===== src/rtl/eth_pkg.sv =====
`default_nettype none
// ============================================================================
//  Module      : eth_pkg
//  Description : Shared types, widths and the 2-way round-robin pick helper
//                for the Ethernet TX arbiter.
//  Revision    : 1.0 - initial release
// ============================================================================
package eth_pkg;

   localparam int HDR_W = 112;

   typedef struct packed {
      logic [47:0] src_mac;
      logic [47:0] dest_mac;
      logic [15:0] ethertype;
   } eth_hdr_t;

   typedef enum logic [1:0] {
      IDLE  = 2'd0,
      HDR   = 2'd1,
      DATA  = 2'd2,
      DRAIN = 2'd3
   } arb_state_t;

   // prio=0 lets port 0 win a tie, prio=1 lets port 1 win.
   function automatic logic [1:0] rr_pick2(input logic [1:0] req, input logic prio);
      if (req == 2'b11) begin
         return prio ? 2'b10 : 2'b01;
      end
      return req;
   endfunction

endpackage
`default_nettype wire


===== src/rtl/eth_tx_arb_if.sv =====
`default_nettype none
// ============================================================================
//  Module      : eth_tx_arb_if
//  Description : Requester-side header/AXI-Stream bundle and packet_tx-side
//                header/AXI-Stream bundle of the TX arbiter.
//  Revision    : 1.0 - initial release
// ============================================================================
interface eth_tx_arb_if;
   import eth_pkg::*;

   logic [HDR_W-1:0] s_header       [0:1];
   logic             s_header_valid [0:1];
   logic             s_header_rd    [0:1];
   logic [7:0]       s_axis_tdata   [0:1];
   logic             s_axis_tvalid  [0:1];
   logic             s_axis_tlast   [0:1];
   logic             s_axis_tready  [0:1];

   logic [HDR_W-1:0] m_header;
   logic             m_header_valid;
   logic             m_header_rd;
   logic [7:0]       m_axis_tdata;
   logic             m_axis_tvalid;
   logic             m_axis_tlast;
   logic             m_axis_tready;

   // The arbiter itself.
   modport master (
      input  s_header, s_header_valid, s_axis_tdata, s_axis_tvalid, s_axis_tlast,
      input  m_header_rd, m_axis_tready,
      output s_header_rd, s_axis_tready,
      output m_header, m_header_valid, m_axis_tdata, m_axis_tvalid, m_axis_tlast
   );

   // Requesters plus packet_tx, seen from outside the arbiter.
   modport slave (
      output s_header, s_header_valid, s_axis_tdata, s_axis_tvalid, s_axis_tlast,
      output m_header_rd, m_axis_tready,
      input  s_header_rd, s_axis_tready,
      input  m_header, m_header_valid, m_axis_tdata, m_axis_tvalid, m_axis_tlast
   );

endinterface
`default_nettype wire


===== src/rtl/rr_arb2.sv =====
`default_nettype none
// ============================================================================
//  Module      : rr_arb2
//  Description : Combinational 2-way round-robin pick; the priority pointer
//                moves to the other port when a frame completes.
//  Revision    : 1.0 - initial release
// ============================================================================
module rr_arb2
   import eth_pkg::*;
(
   input  logic       clk,
   input  logic       rst_n,
   input  logic [1:0] i_req,
   input  logic       i_done,
   input  logic       i_done_idx,
   output logic [1:0] o_pick
);

   logic r_prio;

   assign o_pick = rr_pick2(i_req, r_prio);

   always_ff @(posedge clk) begin
      if (!rst_n) begin
         r_prio <= 1'b0;
      end else if (i_done) begin
         r_prio <= ~i_done_idx;
      end
   end

endmodule
`default_nettype wire


===== src/rtl/eth_tx_arb.sv =====
`default_nettype none
// ============================================================================
//  Module      : eth_tx_arb
//  Description : Packet-granular round-robin arbiter sharing one packet_tx
//                between two frame sources, with payload length truncation.
//  Revision    : 1.0 - initial release
// ============================================================================
module eth_tx_arb
   import eth_pkg::*;
#(
   parameter int MAX_BEATS = 1500,
   parameter int CNT_W     = 11
) (
   input  logic                clk,
   input  logic                rst_n,
   eth_tx_arb_if.master        bus,
   output logic [1:0]          grant,
   output logic                trunc
);

   localparam logic [CNT_W-1:0] c_last_beat = CNT_W'(MAX_BEATS - 1);

   arb_state_t       r_state;
   logic [1:0]       r_grant;
   logic [CNT_W-1:0] r_cnt;

   logic       w_g;
   logic [1:0] w_req;
   logic [1:0] w_pick;
   logic       w_hv;
   logic       w_tv;
   logic       w_tl;
   logic [7:0] w_td;
   logic       w_hs;
   logic       w_at_max;
   logic       w_drain_last;
   logic       w_done;

   assign w_g   = r_grant[1];
   assign w_req = {bus.s_header_valid[1], bus.s_header_valid[0]};
   assign w_hv  = bus.s_header_valid[w_g];
   assign w_tv  = bus.s_axis_tvalid[w_g];
   assign w_tl  = bus.s_axis_tlast[w_g];
   assign w_td  = bus.s_axis_tdata[w_g];

   assign w_hs         = (r_state == DATA) && w_tv && bus.m_axis_tready;
   assign w_at_max     = (r_cnt == c_last_beat);
   assign w_drain_last = (r_state == DRAIN) && w_tv && w_tl;
   assign w_done       = rst_n && ((w_hs && w_tl) || w_drain_last);

   rr_arb2 u_rr (
      .clk        (clk),
      .rst_n      (rst_n),
      .i_req      (w_req),
      .i_done     (w_done),
      .i_done_idx (w_g),
      .o_pick     (w_pick)
   );

   always_ff @(posedge clk) begin
      if (!rst_n) begin
         r_state <= IDLE;
         r_grant <= 2'b00;
         r_cnt   <= '0;
      end else begin
         case (r_state)
            IDLE: begin
               if (|w_req) begin
                  r_grant <= w_pick;
                  r_state <= HDR;
               end
            end
            HDR: begin
               if (bus.m_header_rd && w_hv) begin
                  r_cnt   <= '0;
                  r_state <= DATA;
               end
            end
            DATA: begin
               if (w_hs) begin
                  r_cnt <= r_cnt + 1'b1;
                  // Source tlast takes precedence, so a frame of exactly MAX_BEATS ends cleanly.
                  if (w_tl) begin
                     r_state <= IDLE;
                     r_grant <= 2'b00;
                  end else if (w_at_max) begin
                     r_state <= DRAIN;
                  end
               end
            end
            DRAIN: begin
               if (w_drain_last) begin
                  r_state <= IDLE;
                  r_grant <= 2'b00;
               end
            end
            default: begin
               r_state <= IDLE;
               r_grant <= 2'b00;
            end
         endcase
      end
   end

   // Outputs are masked while rst_n is low so an aborted frame never pops or accepts.
   assign bus.m_header       = (rst_n && r_state == HDR) ? bus.s_header[w_g] : '0;
   assign bus.m_header_valid = rst_n && (r_state == HDR) && w_hv;
   assign bus.m_axis_tdata   = (rst_n && r_state == DATA) ? w_td : 8'h00;
   assign bus.m_axis_tvalid  = rst_n && (r_state == DATA) && w_tv;
   assign bus.m_axis_tlast   = rst_n && (r_state == DATA) && (w_tl || w_at_max);

   assign grant = r_grant;
   assign trunc = rst_n && w_hs && !w_tl && w_at_max;

   for (genvar i = 0; i < 2; i++) begin : g_port
      assign bus.s_header_rd[i]   = rst_n && r_grant[i] && (r_state == HDR) &&
                                    w_hv && bus.m_header_rd;
      assign bus.s_axis_tready[i] = rst_n && r_grant[i] &&
                                    (((r_state == DATA) && bus.m_axis_tready) ||
                                     (r_state == DRAIN));
   end

endmodule
`default_nettype wire


===== src/flat_wrapper.sv =====
// flat-port wrapper written by rule: the top's interface ports become plain ports
module eth_tx_arb_flat import eth_pkg::*;
#(
   parameter int MAX_BEATS = 1500,
   parameter int CNT_W     = 11
)
  (clk, rst_n, grant, trunc, bus_s_header, bus_s_header_valid, bus_s_axis_tdata, bus_s_axis_tvalid, bus_s_axis_tlast, bus_m_header_rd, bus_m_axis_tready, bus_s_header_rd, bus_s_axis_tready, bus_m_header, bus_m_header_valid, bus_m_axis_tdata, bus_m_axis_tvalid, bus_m_axis_tlast);
  eth_tx_arb_if bus_i ();
  input  logic clk;
  input  logic rst_n;
  output logic [1:0] grant;
  output logic trunc;
  input wire logic [$bits(bus_i.s_header)-1:0] bus_s_header;
  input wire logic [$bits(bus_i.s_header_valid)-1:0] bus_s_header_valid;
  input wire logic [$bits(bus_i.s_axis_tdata)-1:0] bus_s_axis_tdata;
  input wire logic [$bits(bus_i.s_axis_tvalid)-1:0] bus_s_axis_tvalid;
  input wire logic [$bits(bus_i.s_axis_tlast)-1:0] bus_s_axis_tlast;
  input wire logic [$bits(bus_i.m_header_rd)-1:0] bus_m_header_rd;
  input wire logic [$bits(bus_i.m_axis_tready)-1:0] bus_m_axis_tready;
  output wire logic [$bits(bus_i.s_header_rd)-1:0] bus_s_header_rd;
  output wire logic [$bits(bus_i.s_axis_tready)-1:0] bus_s_axis_tready;
  output wire logic [$bits(bus_i.m_header)-1:0] bus_m_header;
  output wire logic [$bits(bus_i.m_header_valid)-1:0] bus_m_header_valid;
  output wire logic [$bits(bus_i.m_axis_tdata)-1:0] bus_m_axis_tdata;
  output wire logic [$bits(bus_i.m_axis_tvalid)-1:0] bus_m_axis_tvalid;
  output wire logic [$bits(bus_i.m_axis_tlast)-1:0] bus_m_axis_tlast;
  assign bus_i.s_header = {>>{bus_s_header}};
  assign bus_i.s_header_valid = {>>{bus_s_header_valid}};
  assign bus_i.s_axis_tdata = {>>{bus_s_axis_tdata}};
  assign bus_i.s_axis_tvalid = {>>{bus_s_axis_tvalid}};
  assign bus_i.s_axis_tlast = {>>{bus_s_axis_tlast}};
  assign bus_i.m_header_rd = bus_m_header_rd;
  assign bus_i.m_axis_tready = bus_m_axis_tready;
  assign bus_s_header_rd = {>>{bus_i.s_header_rd}};
  assign bus_s_axis_tready = {>>{bus_i.s_axis_tready}};
  assign bus_m_header = bus_i.m_header;
  assign bus_m_header_valid = bus_i.m_header_valid;
  assign bus_m_axis_tdata = bus_i.m_axis_tdata;
  assign bus_m_axis_tvalid = bus_i.m_axis_tvalid;
  assign bus_m_axis_tlast = bus_i.m_axis_tlast;
  eth_tx_arb #(.MAX_BEATS(MAX_BEATS), .CNT_W(CNT_W)) u_core (.clk(clk), .rst_n(rst_n), .bus(bus_i), .grant(grant), .trunc(trunc));
endmodule

===== config.mk =====
export PLATFORM = sky130hd
export DESIGN_NAME = eth_tx_arb_flat
export DESIGN_NICKNAME = d
export VERILOG_FILES = /design/src/rtl/eth_pkg.sv /design/src/rtl/eth_tx_arb_if.sv /design/src/rtl/rr_arb2.sv /design/src/rtl/eth_tx_arb.sv /design/src/flat_wrapper.sv
export SDC_FILE = /design/constraint.sdc
export NUM_CORES = 1
export LEC_CHECK = 0
export CORE_AREA = 2 2 148 150
export CTS_CLUSTER_SIZE = 30
export DETAILED_ROUTE_END_ITERATION = 8
export DIE_AREA = 0 0 150 152
export MAX_ROUTING_LAYER = met4
export SLEW_MARGIN = 5
export SYNTH_ARGS = -nofsm -noshare
export SYNTH_HDL_FRONTEND = slang
export SYNTH_SLANG_ARGS = --single-unit

===== constraint.sdc =====
create_clock -name clk -period 2.9 [get_ports clk]
set_input_delay 0.58 -clock clk [delete_from_list [all_inputs] [get_ports clk]]
set_output_delay 0.58 -clock clk [all_outputs]
set_load 0.01 [all_outputs]

Yosys cells after proc, flatten, opt, wreduce, memory -nomap -nowiden
Index checks and enable logic that the tools add are counted.

storage, ports and cells
  register bits = 16
  bits in latches = 0
  RAM bits = 0
  bits in read-only memories = 0
  input bits = 250
  output and inout port bits = 130
  word-level logic and storage cells = 91
  memories = 0

operators by class
  add/sub/neg operators = 1
  $mul = 0
  divide/modulo/power cells = 0
  $lt $le $gt $ge = 1
  equal/unequal tests = 11
  shift-type cells = 0
  multiplexer cells = 35
  bitwise operators = 2
  reduce and logical (&&, ||, !) cells = 37

operators by type and width
  operator               count
  $mux 112               4
  $mux 8                 4
  $logic_and 1x1->1      26
  $mux 2                 12
  $mux 11                2
  $pmux 11 s2            1
  $add 11x1->11 const B  1
  $eq 11x11->1 const B   1
  $mux 1                 10
  $ne 2x1->1 const B     5
  $reduce_and 5->1       2
  $pmux 2 s4             1
  $eq 2x2->1 const B     3
  $pmux 2 s3             1
  $logic_or 1x1->1       3
  $ne 3x1->1 const B     1
  $reduce_and 3->1       1
  $reduce_bool 3->1      1
  $eq 2x1->1 const B     1
  $ge 2x2->1 const B     1
  $logic_not 2->1        1
  $not 1->2              1
  $reduce_bool 2->1      1
  $reduce_or 2->1        1
  2 further kinds        2

Depth between registers and ports, before layout
Gate-level depths: netlist of the first run.

  word-level depth = 9
  gate-level depth with buffers = 6
  depth with buffers taken out = 5

Cells and area by module
From an unflattened synthesis of the first run, not the netlist that was laid out.

second synthesis, totals
  cell total of the unflattened synthesis = 388
  area, all modules = 2778.9 sq um

by module, submodules not included
  module      times used  cells an instance  area an instance (sq um)  sequential area each (sq um)
  eth_tx_arb  1           382                2726.4                    300.3
  rr_arb2     1           6                  52.6                      20.0

Least setup slack after synthesis of the first run
No wires, ideal clock.

  path kind = in2out
  start = in rst_n
  end = out bus_m_header[100]
  arrival time = 1.760 ns
  required time = 2.320 ns
  setup slack = 0.560 ns
  stages on the path = 6
  path buffers = 3
  cell sequence = clkbuf_1 > nor2b_1 > nand2_1 > clkbuf_1 > clkbuf_1 > nor2_1

between the ends
  cells in the longest elaborated chain, start to end = 2

RTL lines
  item               RTL line            source
  from (decl)        flat_wrapper.sv:10  input logic rst_n;
  $logic_and 1x1->1  eth_tx_arb.sv:106   assign bus.m_header = (rst_n && r_state == HDR) ? bus.s_header[w_g] : '0;
  $mux 112           eth_tx_arb.sv:106
  to (decl)          flat_wrapper.sv:22  output wire logic [$bits(bus_i.m_header)-1:0] bus_m_header;

Every way passes these cells.

Worst setup path in the final report of the first run
  start = in rst_n
  end = out bus_m_header[35]

The elaborated chain is that of the path after synthesis.

==> impl_metrics.tcl, run 1 <==
set metrics [dict create \
    ir_drop_v 0.0002343 \
    core_mm2 0.02135 \
    syn_inst 408 \
    cp_data_required_time_ns 2.32 \
    leakage_nw 4.207 \
    syn_nets 659 \
    cp_max_fo 48 \
    syn_to_final_growth_pct 156.4 \
    grt_pass1_vias 4319 \
    fp.dieW_um 150 \
    criticalPathCategory "input pin to output pin" \
    antennaDiodeCount 0 \
    start_util_pct 13.55 \
    rsz0062_at_grt "true" \
    hp-class "register to register" \
    numCtsBuffers 3 \
    status "finished clean" \
    avgSynthCellArea_um2 7.090 \
    yosysSeqAreaShare_pct 11.07 \
    groute.usage.overall_pct 13.64 \
    cts_hold_buffers 0 \
    grt_pass1_wl_um 23970 \
    fin_crit_ns 2.873 \
    cp-end-kind "output pin" \
    whs_ns 0.5015 \
    place_area_mm2 0.007114 \
    antenna_found_initial 0 \
    ys_types 40 \
    crit_chain "clkdlybuf4s50_1 > nor2b_4 > nand2_4 > buf_12 > nor2_1 > clkdlybuf4s50_1" \
    drt_first_pass_iters 4 \
    worst_path_max_delay_cell "clkdlybuf4s50_1" \
    crit_arrival_ns 2.29 \
    clock_latency_ns 0.25 \
    finalWirelength_um 16800 \
    fin_crit_sh_pct 99.05 \
    overflow 0 \
    wl_per_cell_um 15.86 \
    ios 380 \
    ys_warn_count 0 \
    fmax_mhz 348.1 \
    drtAntennaViolNets 0 \
    crit_path_start_kind "input pin" \
    via_per_inst 4.194 \
    dr_total_vias 4441 \
    path_common_cell "clkdlybuf4s50_1" \
    ys_seq_elements 16 \
    clock_sinks 16 \
    drive_gt1_share_pct 4.621 \
    syn-cell-area_mm2 0.002893 \
    finish.net_count 1031 \
    power_mw 2.977 \
    io_buffers 379 \
    htreeDepth 1 \
    relSlewSlack_pct 57.40 \
    dieArea_mm2 0.02280 \
    cts_tree "built" \
    power_density_mw_per_mm2 401.3 \
    cp_slowest_stage_delay_ns 0.54 \
    maxSlewViolCount 0 \
    finClkSkew_ns 0.001466 \
    grt_max_degree 66 \
    clockRootBuffer "clkbuf_16" \
    drc 0 \
    die_h_um 152 \
    num_rows 54 \
    fin_setup_tns_ns 0 \
    finalSetupViolCount 0 \
    hold_violations 0 \
    tightest_slew_ns 0.6391 \
    maxCapViolations 0 \
    clk_pin_slew_ns 0.05 \
    gp_congestion 0.8186 \
    drt_iter0_drc 132 \
    hpwl_um 13810 \
    cts.path.max_buffers 2 \
    finalInstanceArea_mm2 0.007418 \
]
## worst paths after layout
kind / from / end / slack (ns) / cells past startpoint
max: rst_n / bus_m_header[35] / 0.03 / 6
min: u_core.r_cnt[10]$_SDFFE_PN0P_ / u_core.r_cnt[10]$_SDFFE_PN0P_ / 0.50 / 2
max reg2reg: u_core.grant[1]$_SDFFE_PN0P_ / u_core.r_cnt[10]$_SDFFE_PN0P_ / 0.83 / 5
min reg2reg: u_core.r_cnt[10]$_SDFFE_PN0P_ / u_core.r_cnt[10]$_SDFFE_PN0P_ / 0.50 / 2
## stage by stage
stage               setup WS [ns]  utilization (%)  std cells
finish                    0.02741            34.75       1059
floorplan                  0.5603                -        408
global route            -0.003576            34.75       1059
detailed placement       -0.08634            33.32       1052
global placement         -0.09494            33.32       1052
CTS                     0.0002613            33.78       1059
## worst max-delay path: cells and delay by family
family | cells | cell delay, ns
simple gates | 3 | 0.42
buf+inv | 3 | 1.25
## layout by cell type (no fill, tap or decap), types with 4 or more instances in the layout
cell / instances
buf_12: 6
o21ai_0: 5
nand2_1: 13
nand3_1: 6
buf_4: 19
a211oi_1: 5
mux2i_1: 123
nand4_1: 7
inv_1: 4
clkdlybuf4s50_1: 280
nor2_1: 127
dlygate4sd2_1: 19
a21oi_1: 8
a2111o_1: 7
dlymetal6s2s_1: 80
and3_1: 7
dfxtp_1: 15
nand2b_1: 4
o2111ai_1: 6
## Yosys cell counts (all sizes together)
library cell	instances	share of area (%)
nand3	6	1.0
o32ai	1	0.30
a41oi	1	0.30
nor2b	2	0.43
nand4	7	1.5
o21bai	1	0.26
a311oi	2	0.61
nand2	14	1.8
clkbuf	16	2.1
and2	1	0.22
o211ai	1	0.26
nor4b	1	0.30
dfxtp	16	11
and3	7	1.5
buf	22	4.2
or3	3	0.65
nand2b	4	0.86
a21oi	8	1.4
nor2	129	17
and4	1	0.30
nor3	1	0.17
a32o	1	0.35
and2b	1	0.26
nor4	1	0.22
a22oi	1	0.26
o41a	1	0.39
o21ai	5	0.86
a2111o	7	2.7
mux2	1	0.39
a211oi	5	1.3
o2111ai	6	1.8
o31a	1	0.30
inv	4	0.52
o31ai	3	0.78
o21a	2	0.52
mux2i	123	43
a32oi	1	0.30
ha	1	0.43
## per-layer routing
metal	wire, µm	global-route usage (%)
met2	8408	25.24
met5	0	-
met4	187	1.797
met3	1622	2.793
met1	6581	15.29
## registers in the layout, indices dropped and copies added, names as in the netlist
signal	cells
u_core.grant	2
u_core.r_cnt	11
u_core.u_rr.r_prio	1
u_core.r_state	2
## where the power goes
group / total (mW) / leakage [nW] / internal, mW / switching, mW
Combinational: 2.35 / 4.03 / 1.30 / 1.05
Clock: 0.305 / 0.0442 / 0.210 / 0.0948
Sequential: 0.322 / 0.131 / 0.248 / 0.0740
## final cells by class
class                   instances  area [µm²]
fillers                      2234       13930
repair buffers                405        4244
multi-input cells             350        2396
well taps                     280       350.3
flip-flops and latches         16       324.1
clock buffers                   4       88.84
inverters                       4       15.01
## logic make-up after synthesis
family | count (synthesis) | synth area share, %
buffers and inverters | 42 | 6.790
DFF | 16 | 11.07
and+or+nand+nor | 178 | 26.04
AOI/OAI and AO/OA | 47 | 12.72
adders and majority gates | 1 | 0.4325
muxes | 124 | 42.95
## repair_timing
item                                    4_1_cts  5_1_grt
setup buffers                                 3        0
endpoints found under the setup margin      124       80
pin swaps                                     0        0
resized for setup                            22       82
(Power assumes the default switching activity.)
==> inputs of run 2 (changes only) <==
ABC_AREA = 1   (was unset)
GPL_ROUTABILITY_DRIVEN = 0   (was unset)
==> run 2 against run 1 <==
Area after synthesis down 3.6%. First-iteration DRC count up 100%. Sequential cell count unchanged. Clock power down 2%. Clock skew about the same. Non-clock buffer count down 10. Global-route usage up 1.2 points. Largest cell class unchanged.
==> impl_metrics.tcl, run 2 <==
set metrics [dict create \
    fillers 2306 \
    finalWirelength_um 18540 \
    cp-end-kind "output pin" \
    drt_iter0_drc 266 \
    crit_chain "clkdlybuf4s50_1 > nand2_1 > nand2_1 > nand2_2 > nor4_1 > clkdlybuf4s50_1" \
    num_rows 54 \
    crit_path_start_kind "input pin" \
    ys_types 28 \
    leakage_nw 4.308 \
    hold_violations 0 \
    syn-cell-area_mm2 0.002789 \
    status "finished clean" \
    ys_warn_count 0 \
    dp_slack_ns -0.1176 \
    ios 380 \
    core_mm2 0.02135 \
    drt_first_pass_iters 5 \
    relSlewSlack_pct 75.23 \
    synth_edf_count 0 \
    maxCapViolations 0 \
    grt_pass1_vias 4659 \
    fin_crit_sh_pct 94.16 \
    fin_crit_ns 2.731 \
    cp_slowest_stage_delay_ns 0.61 \
    cp_max_fo 3 \
    yosysSeqAreaShare_pct 11.48 \
    io_buffers 379 \
    internal-power_mw 1.522 \
    syn_nets 822 \
    post_cts_buffers 0 \
    finClkSkew_ns 0.001533 \
    tightest_slew_ns 0.3712 \
    synth_commonest_cells "nand2_1 (275), a21oi_1 (129), clkbuf_1 (28)" \
    yosys.area_share.simple_pct 50.43 \
    swShare_pct 47.55 \
    cts_hold_buffers 0 \
    overflow 0 \
    synth_top_area_share_pct 37.01 \
    clock_sinks 16 \
    die_h_um 152 \
    synth_most_common_cell "nand2_1" \
    numCtsBuffers 3 \
    clk_pin_slew_ns 0.05 \
    synth_xor_area_share_pct 0.6281 \
    synth_top_family_by_area "simple AND/OR/NAND/NOR gates" \
    ir_drop_v 0.0003619 \
    cts_tree "built" \
    crit_arrival_ns 2.15 \
    synth.area.mux_share_pct 0 \
    dieArea_mm2 0.02280 \
    rsz0062_at_grt "false" \
    finish.net_count 1180 \
    power_density_mw_per_mm2 398.2 \
    criticalPathCategory "input pin to output pin" \
    maxSlewViolCount 0 \
    via_per_inst 4.072 \
    regMostFlops "u_core.r_cnt" \
    avgSynthCellArea_um2 4.884 \
    final_common_cell "clkdlybuf4s50_1" \
    hpwl_um 14810 \
    drc 0 \
    most-common-layout-cells "clkdlybuf4s50_1 (289), nand2_1 (275), a21oi_1 (127), dlymetal6s2s_1 (86), inv_1 (24)" \
    fp.dieW_um 150 \
    clock_latency_ns 0.25 \
    clockRootBuffer "clkbuf_16" \
    setup_slack_ns 0.1693 \
    drtAntennaViolNets 0 \
    dr_total_vias 4923 \
    synth_area_leaders "nand2_1 (37%), a21oi_1 (23%), dfxtp_1 (11%)" \
    groute.usage.overall_pct 14.88 \
    finalSetupViolCount 0 \
    grt_pass1_wl_um 26330 \
    antenna_found_initial 1 \
    ys_seq_elements 16 \
    ys_async_sr_fraction_pct 0 \
    seqPwrFrac_pct 10.6 \
    synth_ff_type "dfxtp_1" \
    clkPwrFrac_pct 10.3 \
    drive_gt1_share_pct 5.172 \
    worst_path_max_delay_cell "clkdlybuf4s50_1" \
    cts.path.max_buffers 2 \
    synthAdderAreaFrac_pct 0.4486 \
    htreeDepth 1 \
    hp-class "register to register" \
    synth_top_cell_by_area "nand2_1" \
    grt_max_degree 66 \
    power_switching_mw 1.380 \
    cp_data_required_time_ns 2.32 \
    fin_setup_tns_ns 0 \
    syn_inst 571 \
    synth_compound_area_share_pct 25.35 \
    fmax_mhz 366.2 \
    largest_reg_flops 11 \
    pwr-share-comb_pct 79.1 \
    syn_to_final_growth_pct 161.4 \
    start_util_pct 13.06 \
    wl_per_cell_um 15.33 \
]
run 2: cell count changes after synthesis, moves of 15 or more:
cell     delta
a21oi_1   +121
buf_2      -15
inv_1      +20
mux2i_1   -123
nand2_1   +261
nor2_1    -111
run 2: cells by family after synthesis:
kind of cell    after synthesis
compound gates              140
xor+xnor                      2
fa+ha+maj                     1
buf+inv                      71
flops                        16
simple gates                341
run 2: per-layer routing:
layer | vias to the layer above | track usage [%] | wire length, µm
li1 | 2538 | - | -
met1 | 2156 | 18.07 | 7768
met2 | 213 | 25.79 | 8971
met3 | 16 | 2.943 | 1550
met4 | 0 | 2.336 | 246
met5 | - | - | 0
run 2: final cells by class:
type | count | area (µm²) | share of cell area, %
Antenna cell | 1 | 2.502 | 0.03433
Clock buffer | 4 | 88.84 | 1.219
Inverter | 29 | 113.9 | 1.562
Multi-Input combinational cell | 484 | 2165 | 29.69
Sequential cell | 16 | 324.1 | 4.446
Tap cell | 280 | 350.3 | 4.806
Timing Repair Buffer | 395 | 4245 | 58.24
run 2: path summary, 6_finish.rpt:
kind | startpoint | end | slack [ns] | cells past startpoint
max reg2reg | u_core.grant[1]$_SDFFE_PN0P_ | u_core.grant[0]$_SDFFE_PN0P_ | 1.38 | 10
min reg2reg | u_core.grant[0]$_SDFFE_PN0P_ | u_core.grant[0]$_SDFFE_PN0P_ | 0.50 | 2
max | bus_s_axis_tvalid[0] | trunc | 0.17 | 6
min | u_core.grant[0]$_SDFFE_PN0P_ | u_core.grant[0]$_SDFFE_PN0P_ | 0.50 | 2
run 2: what timing repair did:
action | in CTS | in global routing
hold endpoints to repair | 0 | 0
endpoints found under the setup margin | 6 | 115
gates cloned | 0 | 2
gates resized for setup | 6 | 89
run 2: power by group through the flow:
stage | combinational [mW] | clock (mW) | sequential [mW]
CTS | 2.29 | 0.308 | 0.310
detailed placement | 2.28 | 0 | 0.315
global placement | 2.28 | 0 | 0.315
global route | 2.50 | 0.319 | 0.316
floorplan | 1.17 | 0 | 0.283
finish | 2.30 | 0.299 | 0.308
run 2: metrics by stage:
| stage | hold WS, ns | utilization (%) | std cells | total power, mW | cell area [µm²] |
|---|---|---|---|---|---|
| 2_1_floorplan | 0.4702 | - | 571 | 1.449 | 2789 |
| 3_3_place_gp | 0.4906 | 32.37 | 1202 | 2.596 | 6910 |
| 3_5_place_dp | 0.4983 | 32.37 | 1202 | 2.590 | 6910 |
| 4_1_cts | 0.5051 | 32.79 | 1206 | 2.905 | 7002 |
| 5_1_grt | 0.5287 | 34.14 | 1209 | 3.135 | 7289 |
| 6_report | 0.5016 | 34.14 | 1209 | 2.903 | 7289 |
run 2: worst max-delay path, delay by kind of cell:
family                 cells  cell delay [ns]
buffers and inverters      2             1.06
AND/OR/NAND/NOR            4             0.52
